[src/rtl/ex_mem_stage_pkg.sv]
// Shared definitions for the execute-to-memory stage: FSM encodings,
// default widths and the layout of the single entry register E.
package ex_mem_stage_pkg;

   localparam int DATA_W_DEF = 16;
   localparam int REG_AW_DEF = 3;

   typedef enum logic [1:0] {
      IDLE   = 2'd0,
      REQ    = 2'd1,
      WAIT   = 2'd2,
      HALTED = 2'd3
   } state_t;

   // valid: slot holds a live instruction; done: result final, may retire/forward
   typedef struct packed {
      logic                  valid;
      logic                  done;
      logic [DATA_W_DEF-1:0] data;
      logic [DATA_W_DEF-1:0] store;
      logic [REG_AW_DEF-1:0] rd;
      logic                  reg_write;
      logic                  mem_read;
      logic                  mem_write;
      logic                  halt;
   } entry_t;

   localparam int ENTRY_W = $bits(entry_t);

endpackage

[src/rtl/ex_mem_stage_if.sv]
// Data-memory request bus between the EX/MEM stage (master) and memory (slave).
interface ex_mem_stage_if
   import ex_mem_stage_pkg::*;
#(
   parameter int DATA_W = DATA_W_DEF
);
   logic [DATA_W-1:0] mem_addr;
   logic [DATA_W-1:0] mem_wdata;
   logic [DATA_W-1:0] mem_rdata;
   logic              mem_rd;
   logic              mem_wr;
   logic              mem_stall;
   logic              mem_done;

   modport master (
      output mem_addr, mem_wdata, mem_rd, mem_wr,
      input  mem_stall, mem_done, mem_rdata
   );

   modport slave (
      input  mem_addr, mem_wdata, mem_rd, mem_wr,
      output mem_stall, mem_done, mem_rdata
   );
endinterface

[src/rtl/ex_mem_entry_reg.sv]
// Entry register E for the EX/MEM stage, built from the shared enable dff cell.
// clr zeroes the whole record (used for reset and for squashed bubbles).

module dff_en #(
   parameter int W = 1
) (
   input  logic         clk,
   input  logic         rst,
   input  logic         en,
   input  logic [W-1:0] d,
   output logic [W-1:0] q
);
   // Synchronous clear, otherwise load when enabled
   always_ff @(posedge clk) begin
      if (rst)     q <= '0;
      else if (en) q <= d;
   end
endmodule

module ex_mem_entry_reg
   import ex_mem_stage_pkg::*;
(
   input  logic   clk,
   input  logic   rst,
   input  logic   clr,
   input  logic   en,
   input  entry_t d,
   output entry_t q
);
   logic [ENTRY_W-1:0] q_bits;

   dff_en #(.W(ENTRY_W)) u_dff (
      .clk (clk),
      .rst (rst | clr),
      .en  (en),
      .d   (d),
      .q   (q_bits)
   );

   assign q = entry_t'(q_bits);
endmodule

[src/rtl/ex_mem_stage.sv]
// EX/MEM pipeline stage: holds one executed instruction, runs its data-memory
// access against a stalling memory, then retires it to writeback/forwarding.
// Optional overflow trap enabled by defining EX_MEM_OFL_TRAP_EN.
//
// state  | meaning
// IDLE   | accepting; E (if valid & done) retires this cycle
// REQ    | memory request strobe driven, waiting for it to be taken
// WAIT   | request taken, counting cycles until mem_done or timeout
// HALTED | halt retired; frozen until reset
module ex_mem_stage
   import ex_mem_stage_pkg::*;
#(
   parameter int DATA_W  = DATA_W_DEF,
   parameter int REG_AW  = REG_AW_DEF,
   parameter int TIMEOUT = 64
) (
   input  logic              clk,
   input  logic              rst,
   input  logic              in_valid,
   output logic              in_ready,
   input  logic              flush,
   input  logic [DATA_W-1:0] alu_out,
   input  logic              alu_ofl,
   input  logic [DATA_W-1:0] store_data,
   input  logic [REG_AW-1:0] rd,
   input  logic              reg_write,
   input  logic              mem_read,
   input  logic              mem_write,
   input  logic              halt,
   ex_mem_stage_if.master    mem,
   output logic              wb_valid,
   output logic [DATA_W-1:0] wb_data,
   output logic [REG_AW-1:0] wb_rd,
   output logic              wb_reg_write,
   output logic              wb_halt,
   output logic              fwd_valid,
   output logic [REG_AW-1:0] fwd_rd,
   output logic [DATA_W-1:0] fwd_data,
   output logic              err_timeout,
   output logic              err_ofl
);
   localparam int CNT_W = (TIMEOUT > 1) ? $clog2(TIMEOUT) : 1;
   localparam logic [CNT_W-1:0] CNT_LAST = CNT_W'(TIMEOUT - 1);

   state_t           state;
   logic [CNT_W-1:0] cnt;
   entry_t           e_q;
   entry_t           e_d;
   logic             e_en;
   logic             e_clr;
   logic             retire;
   logic             halt_retire;
   logic             accept;
   logic             capture;
   logic             bubble;
   logic             is_mem_in;
   logic             ofl_trap;
   logic             mem_fin;
   logic             timeout;

   assign retire      = (state == IDLE) & e_q.valid & e_q.done;
   assign halt_retire = retire & e_q.halt;
   // A retiring halt closes the door in the same cycle so nothing younger is taken
   assign in_ready    = (state == IDLE) & ~halt_retire;
   assign accept      = in_valid & in_ready;
   assign capture     = accept & ~flush;
   assign bubble      = accept & flush;
   assign is_mem_in   = mem_read | mem_write;
   assign mem_fin     = ((state == REQ) & ~mem.mem_stall & mem.mem_done) |
                        ((state == WAIT) & mem.mem_done);
   assign timeout     = (state == WAIT) & ~mem.mem_done & (cnt == CNT_LAST);

`ifdef EX_MEM_OFL_TRAP_EN
   assign ofl_trap = alu_ofl & reg_write;
`else
   logic unused_ofl;
   assign unused_ofl = alu_ofl;
   assign ofl_trap   = 1'b0;
`endif

   // Next value of the entry record: capture, squash, retire or memory completion
   always_comb begin
      e_d   = e_q;
      e_en  = 1'b0;
      e_clr = 1'b0;
      if (capture) begin
         e_en        = 1'b1;
         e_d.valid   = 1'b1;
         e_d.done    = ~is_mem_in;
         e_d.data    = alu_out;
         e_d.store   = store_data;
         e_d.rd      = rd;
         e_d.reg_write = reg_write & ~mem_write & ~ofl_trap;
         e_d.mem_read  = mem_read;
         e_d.mem_write = mem_write;
         e_d.halt      = halt;
      end else if (bubble) begin
         e_clr = 1'b1;
      end else if (retire) begin
         e_en      = 1'b1;
         e_d.valid = 1'b0;
      end else if (mem_fin) begin
         e_en     = 1'b1;
         e_d.done = 1'b1;
         if (e_q.mem_read) e_d.data = mem.mem_rdata;
      end else if (timeout) begin
         e_en          = 1'b1;
         e_d.done      = 1'b1;
         e_d.reg_write = 1'b0;
      end
   end

   ex_mem_entry_reg u_entry (
      .clk (clk),
      .rst (rst),
      .clr (e_clr),
      .en  (e_en),
      .d   (e_d),
      .q   (e_q)
   );

   // Stage FSM with wait counter and sticky timeout flag
   always_ff @(posedge clk) begin
      if (rst) begin
         state       <= IDLE;
         cnt         <= '0;
         err_timeout <= 1'b0;
      end else begin
         case (state)
            IDLE: begin
               if (halt_retire)                state <= HALTED;
               else if (capture && is_mem_in)  state <= REQ;
            end
            REQ: begin
               if (!mem.mem_stall) begin
                  if (mem.mem_done) begin
                     state <= IDLE;
                  end else begin
                     state <= WAIT;
                     cnt   <= '0;
                  end
               end
            end
            WAIT: begin
               if (mem.mem_done) begin
                  state <= IDLE;
               end else if (cnt == CNT_LAST) begin
                  state       <= IDLE;
                  err_timeout <= 1'b1;
               end else begin
                  cnt <= cnt + 1'b1;
               end
            end
            HALTED: state <= HALTED;
            default: state <= IDLE;
         endcase
      end
   end

`ifdef EX_MEM_OFL_TRAP_EN
   // Sticky overflow-trap flag, set when a trapping instruction is captured
   always_ff @(posedge clk) begin
      if (rst)                      err_ofl <= 1'b0;
      else if (capture && ofl_trap) err_ofl <= 1'b1;
   end
`else
   assign err_ofl = 1'b0;
`endif

   assign mem.mem_rd    = (state == REQ) & e_q.mem_read;
   assign mem.mem_wr    = (state == REQ) & e_q.mem_write;
   assign mem.mem_addr  = (state == REQ) ? e_q.data  : '0;
   assign mem.mem_wdata = (state == REQ) ? e_q.store : '0;

   assign wb_valid     = retire;
   assign wb_data      = e_q.data;
   assign wb_rd        = e_q.rd;
   assign wb_reg_write = retire & e_q.reg_write;
   assign wb_halt      = retire & e_q.halt;

   assign fwd_valid = e_q.valid & e_q.done & e_q.reg_write;
   assign fwd_rd    = e_q.rd;
   assign fwd_data  = e_q.data;
endmodule

[src/flat_wrapper.sv]
// flat-port wrapper written by rule: the top's interface ports become plain ports
module ex_mem_stage_flat import ex_mem_stage_pkg::*;
#(
   parameter int DATA_W  = DATA_W_DEF,
   parameter int REG_AW  = REG_AW_DEF,
   parameter int TIMEOUT = 64
)
  (clk, rst, in_valid, in_ready, flush, alu_out, alu_ofl, store_data, rd, reg_write, mem_read, mem_write, halt, wb_valid, wb_data, wb_rd, wb_reg_write, wb_halt, fwd_valid, fwd_rd, fwd_data, err_timeout, err_ofl, mem_mem_addr, mem_mem_wdata, mem_mem_rd, mem_mem_wr, mem_mem_stall, mem_mem_done, mem_mem_rdata);
  ex_mem_stage_if #(.DATA_W(DATA_W)) mem_i ();
  input  logic clk;
  input  logic rst;
  input  logic in_valid;
  output logic in_ready;
  input  logic flush;
  input  logic [DATA_W-1:0] alu_out;
  input  logic alu_ofl;
  input  logic [DATA_W-1:0] store_data;
  input  logic [REG_AW-1:0] rd;
  input  logic reg_write;
  input  logic mem_read;
  input  logic mem_write;
  input  logic halt;
  output logic wb_valid;
  output logic [DATA_W-1:0] wb_data;
  output logic [REG_AW-1:0] wb_rd;
  output logic wb_reg_write;
  output logic wb_halt;
  output logic fwd_valid;
  output logic [REG_AW-1:0] fwd_rd;
  output logic [DATA_W-1:0] fwd_data;
  output logic err_timeout;
  output logic err_ofl;
  output wire logic [$bits(mem_i.mem_addr)-1:0] mem_mem_addr;
  output wire logic [$bits(mem_i.mem_wdata)-1:0] mem_mem_wdata;
  output wire logic [$bits(mem_i.mem_rd)-1:0] mem_mem_rd;
  output wire logic [$bits(mem_i.mem_wr)-1:0] mem_mem_wr;
  input wire logic [$bits(mem_i.mem_stall)-1:0] mem_mem_stall;
  input wire logic [$bits(mem_i.mem_done)-1:0] mem_mem_done;
  input wire logic [$bits(mem_i.mem_rdata)-1:0] mem_mem_rdata;
  assign mem_mem_addr = mem_i.mem_addr;
  assign mem_mem_wdata = mem_i.mem_wdata;
  assign mem_mem_rd = mem_i.mem_rd;
  assign mem_mem_wr = mem_i.mem_wr;
  assign mem_i.mem_stall = mem_mem_stall;
  assign mem_i.mem_done = mem_mem_done;
  assign mem_i.mem_rdata = mem_mem_rdata;
  ex_mem_stage #(.DATA_W(DATA_W), .REG_AW(REG_AW), .TIMEOUT(TIMEOUT)) u_core (.clk(clk), .rst(rst), .in_valid(in_valid), .in_ready(in_ready), .flush(flush), .alu_out(alu_out), .alu_ofl(alu_ofl), .store_data(store_data), .rd(rd), .reg_write(reg_write), .mem_read(mem_read), .mem_write(mem_write), .halt(halt), .mem(mem_i), .wb_valid(wb_valid), .wb_data(wb_data), .wb_rd(wb_rd), .wb_reg_write(wb_reg_write), .wb_halt(wb_halt), .fwd_valid(fwd_valid), .fwd_rd(fwd_rd), .fwd_data(fwd_data), .err_timeout(err_timeout), .err_ofl(err_ofl));
endmodule
[config.mk]
export PLATFORM = sky130hd
export DESIGN_NAME = ex_mem_stage_flat
export DESIGN_NICKNAME = d
export VERILOG_FILES = /design/src/rtl/ex_mem_stage_pkg.sv /design/src/rtl/ex_mem_stage_if.sv /design/src/rtl/ex_mem_entry_reg.sv /design/src/rtl/ex_mem_stage.sv /design/src/flat_wrapper.sv
export SDC_FILE = /design/constraint.sdc
export NUM_CORES = 1
export LEC_CHECK = 0
export BUFFER_PORTS_ARGS = -buffer_cell sky130_fd_sc_hd__buf_2
export CELL_PAD_IN_SITES_DETAIL_PLACEMENT = 0
export CELL_PAD_IN_SITES_GLOBAL_PLACEMENT = 1
export CORE_ASPECT_RATIO = 1.25
export CORE_MARGIN = 5
export CORE_UTILIZATION = 31
export CTS_BUF_LIST = sky130_fd_sc_hd__clkbuf_16
export DETAILED_ROUTE_END_ITERATION = 10
export GPL_TIMING_DRIVEN = 0
export PLACE_DENSITY_LB_ADDON = 0.1
export SLEW_MARGIN = 25
export SYNTH_ARGS = -nofsm -noshare
export SYNTH_HDL_FRONTEND = slang
export SYNTH_SLANG_ARGS = --single-unit
[constraint.sdc]
create_clock -name clk -period 5.2 [get_ports clk]
set_input_delay 0.26 -clock clk [delete_from_list [all_inputs] [get_ports clk]]
set_output_delay 0.26 -clock clk [all_outputs]
set_load 0.05 [all_outputs]
After elaboration in Yosys (flattened, before gate mapping)
Cells that the tools add are included.

storage, ports and cells
  bits of input ports = 62
  register bits after elaboration = 50
  output and inout bits = 79
  logic and storage cells = 99

operators by class
  add/subtract/negate cells = 1
  reductions and logical operators = 16
  bitwise gates (word level) = 27
  eq/ne operators = 13
  mux-type cells = 34

operator list
  kind                 count
  $mux 16              4
  $mux 18              2
  $mux 6               4
  $and 1x1->1          18
  $mux 17              1
  $mux 1               15
  $reduce_and 5->1     3
  $mux 2               6
  $pmux 6 s2           1
  $ne 2x2->1 const B   5
  $reduce_bool 2->1    5
  $reduce_and 3->1     3
  $pmux 2 s4           1
  $add 6x1->6 const B  1
  $eq 6x6->1 const B   1
  $not 1->1            6
  $eq 2x2->1 const B   2
  $ne 2x1->1 const B   2
  $reduce_and 4->1     1
  $ne 3x2->1 const B   1
  $ne 3x3->1 const B   1
  $or 1x1->1           3
  $reduce_bool 3->1    1
  $eq 2x1->1 const B   1
  other kinds (3)      3

Longest topological paths before layout
  depth in word-level cells = 12
  gate-level depth with buffers = 8
  mapped depth without buffers = 7

Hierarchy
A second synthesis with hierarchy kept.

second synthesis, totals
  cells, all modules = 367
  area total of the unflattened synthesis = 3306.9 µm²

by module, submodules not included
  module            times used  cells an instance  area an instance (µm²)
  ex_mem_stage      1           233                1793.0
  dff_en            1           133                1507.7
  ex_mem_entry_reg  1           1                  6.3

Worst setup path after synthesis
Ideal clock, no wire load.

  kind = reg2out
  start point = register u_core.state[0]
  end point = output wb_halt
  data required time = 4.940 ns
  cell stages (with the launch flop) = 5
  arrival time = 1.774 ns
  setup slack = 3.166 ns
  cell sequence = dfxtp_1 > inv_1 > ha_1 > and3_1 > and2_1

between the ends
  word-level cells in the longest chain between the ends = 4

ends and longest elaborated chain
  element                   line                 source
  start: declaration        ex_mem_stage.sv:45   state_t state;
  start signal: assignment  ex_mem_stage.sv:125  state <= IDLE;
  start signal: assignment  ex_mem_stage.sv:131  if (halt_retire) state <= HALTED;
  start signal: assignment  ex_mem_stage.sv:132  else if (capture && is_mem_in) state <= REQ;
  $logic_not 2->1           ex_mem_stage.sv:61   assign retire = (state == IDLE) & e_q.valid & e_q.done;
  $and 1x1->1 (2 in a row)  ex_mem_stage.sv:61
  named net wb_valid        flat_wrapper.sv:23   output logic wb_valid;
  $and 1x1->1               ex_mem_stage.sv:179  assign wb_halt = retire & e_q.halt;
  end: declaration          flat_wrapper.sv:27   output logic wb_halt;

The timed path passes the listed nets, and every way through them passes these cells.

Worst setup path after layout
  start point = register u_core.state[1]
  end point = output mem_mem_wdata[4]

between the ends
  word-level cells in the longest chain between the ends = 2

ends and longest elaborated chain
  element           line                 source
  $eq 2x1->1        ex_mem_stage.sv:173  assign mem.mem_wdata = (state == REQ) ? e_q.store : '0;
  $mux 16           ex_mem_stage.sv:173
  end: declaration  flat_wrapper.sv:34   output wire logic [$bits(mem_i.mem_wdata)-1:0] mem_mem_wdata;

No other way between the ends.

==> impl_metrics.toml <==
[outcome]
outcome = "complete, no violations"

[timing]
slew_headroom_pct = 62.81
hold_violations = 0
timing.hold.ws_ns = 0.2362
tightest_slew_ns = 0.5579
fin_setup_tns_ns = 0
max_freq_ghz = 0.4311
slew_viol_final = 0
setup_viol = 0
min_period_over_period_pct = 44.61
rsz0062_at_grt = "no"
clock_skew_ns = 0.003182
period_minus_slack_ns = 2.320

[global_routing]
grt_start_max_net_pins = 16
grt_overflow = 0
grt_use_total_pct = 14.82
grt_pass1_vias = 2821
grtUsageMet1_pct = 17.86
met3_usage_pct = 4.042
grt_busiest_layer = "met2"
antenna_found_initial = 0
grt_pass1_wl_um = 14080
met2_usage_pct = 26.11

[finish]
area_delta_synth_final_pct = 34.04
final_cell_mix = "142 x buf_2, 50 x dfxtp_1, 47 x nor2_1"
drive_gt1_share_pct = 41.78
nets = 572
final_common_cell = "buf_2"
n_antenna_cell = 0

[pwr]
seq_power_share_pct = 34.5
ir_drop_mv = 0.1397
power.switching_uw = 473.1
power_density_nw_per_um2 = 314.4
intPower_uw = 777.3
p_sw_share_pct = 37.84
p_leak_uw = 0.001916
clkPwrFrac_pct = 30.1
p_comb_share_pct = 35.5

[synthesis]
synth-simple-area-share_pct = 27.58
syn_inst = 360
synth-xor-area-share_pct = 0.5905
avgSynthCellArea_um2 = 8.241
ys_seq_area_share_pct = 33.74
synthesis.nets = 428
yosysWarnings = 0
syn_area_um2 = 2967
async_reset_ff_share_pct = 0
synthMuxAreaShare_pct = 0.6748
yosysUniqueCellTypes = 41
ys_seq_elements = 50
synth_top_family_by_area = "simple AND/OR/NAND/NOR gates"
synth-compound-area-share_pct = 20.12
synth_edf_count = 0
synth_fa_ha_area_share_pct = 2.531
synth_flop_cell = "dfxtp_1"

[critical_path]
arrival_ns = 2.06
cpPeakStageDelay_ns = 0.42
cp_common_cell = "buf_2"
reg2reg_depth = 7
reg2reg_slack_ns = 3.17
crit_family = "buffers and inverters"
crit_buf_inv = 4
worst-path-max-fanout = 10
startpoint_type = "flop"
timing.rr.end = "u_core.u_entry.u_dff.q[31]"
worstPathRequired_ns = 4.94
cp-end-kind = "output port"
slowest_stage = "clkbuf_1"
worstReg2RegStart = "u_core.state[1]"
path_cells = "inv_1, ha_1, buf_2, clkbuf_1, and2_1, buf_2"
worstSetupPathType = "flop to output port"

[floorplanning]
die_height_um = 119.4
ios = 141
dieArea_um2 = 11640
die_w_um = 97.50
initial_utilization_pct = 31.20
rows = 40
coreArea_um2 = 9509

[cts]
clk_pin_slew_worst_paths_ns = 0.07
clockBufferDepth = 2
cts_max_level = 2
clk_latency_ns = 0.29
post_cts_buffers = 0
post_cts_resized = 0
root_buffer = "clkbuf_16"
cts_sinks = 50
hold_buffers = 0
cts_buffers = 5
cts_tree = "yes"

[routing]
drt_first_iter_violations = 65
vias_per_cell = 4.656
drt_wl_total_um = 8919
drcViolationCount = 0
ant_nets = 0
firstDrtPassIters = 4
via_count = 2938
wire_per_inst_um = 14.13

[placed_design]
gp_congestion = 0.7991
io_buffers = 137
dpl.hpwl_um = 6854

[min_path]
hp-start = "alu_out[0]"
worstHoldPathCells = 3
min_to = "u_core.u_entry.u_dff.q[23]"
hold_class = "primary input to flop"

[run]
maxCapViolCount = 0
metrics by stage:
step | util (%) | worst slack [ns] | power (uW) | area [um2] | std cells
final | 41.82 | 2.880 | 1250 | 3976 | 631
after global routing | 41.82 | 2.665 | 1317 | 3976 | 631
after CTS | 41.82 | 2.838 | 1267 | 3976 | 631
after detailed placement | 40.07 | 3.151 | 889.1 | 3810 | 623
after global placement | 40.07 | 3.154 | 886.2 | 3810 | 623
after floorplan | - | 3.166 | 774.5 | 2967 | 360
logic make-up (layout without fill, tap and decap cells):
| group | Yosys count | count (layout) |
|---|---|---|
| xor+xnor | 2 | 2 |
| fa+ha+maj | 6 | 6 |
| mux | 2 | 2 |
| flops | 50 | 50 |
| simple gates | 152 | 152 |
| other cells | 1 | 1 |
| compound gates | 78 | 78 |
| buf+inv | 69 | 214 |
sequential cells by signal (all words and copies together) (netlist names):
| register | count |
|---|---|
| u_core.cnt | 6 |
| u_core.err_timeout | 1 |
| u_core.state | 2 |
| u_core.u_entry.u_dff.q | 41 |
worst max-delay path by stage:
stage	cells past startpoint	slack, ns	endpoint	from
after floorplan	4	3.17	wb_halt	u_core.state[0]
after global placement	7	3.15	u_core.u_entry.u_dff.q[35]	u_core.state[0]
after detailed placement	7	3.15	u_core.u_entry.u_dff.q[32]	u_core.state[1]
after CTS	6	2.84	mem_mem_wdata[0]	u_core.state[1]
after global routing	6	2.67	mem_mem_wdata[0]	u_core.state[1]
final	6	2.88	mem_mem_wdata[4]	u_core.state[1]
area by class of cell:
cell class                 count  area, um2
inverter                       5      18.77
sequential                    50       1001
tap                          126      157.7
clock inverter                 3      41.29
clock buffer                   5      125.1
buffer                        64      415.4
multi-input combinational    241       1531
timing repair buffer         137      685.7
fill                        1031       5533
power by group through the flow:
stage	registers (uW)	logic (uW)	clock network, uW
2_1_floorplan	434	341	0
6_report	431	444	376
5_1_grt	435	481	401
4_1_cts	431	450	386
3_3_place_gp	439	447	0
3_5_place_dp	440	449	0
cells in the mapped netlist, types with 2 or more instances:
library cell	number	share of area, %
or3_1	2	0.42
o211a_1	2	0.67
buf_2	5	0.84
ha_1	6	2.5
a21oi_1	27	4.6
inv_1	5	0.63
nand3_1	6	1.0
mux2i_1	2	0.67
a211oi_1	2	0.51
nor2_1	47	5.9
a311oi_2	14	7.1
buf_4	41	10
nor3b_1	22	5.6
and2_1	37	7.8
a311oi_1	2	0.59
o21ai_0	22	3.7
buf_6	2	0.76
nor3_1	3	0.51
a31oi_1	2	0.42
dfxtp_1	50	34
clkbuf_1	16	2.0
and3_1	4	0.84
nand2_1	23	2.9
tightest hold or removal path: stages:
cell and delay [ns]:
buf_2 0.09, nand2_1 0.05, a311oi_1 0.08
routing by layer:
| layer | up-vias | share of wire, % |
|---|---|---|
| li1 | 1480 | - |
| met5 | - | 0 |
| met3 | 7 | 7.0 |
| met2 | 104 | 49 |
| met1 | 1347 | 43 |
| met4 | 0 | 1.0 |
No activity file was read; power rests on OpenSTA's default activity.
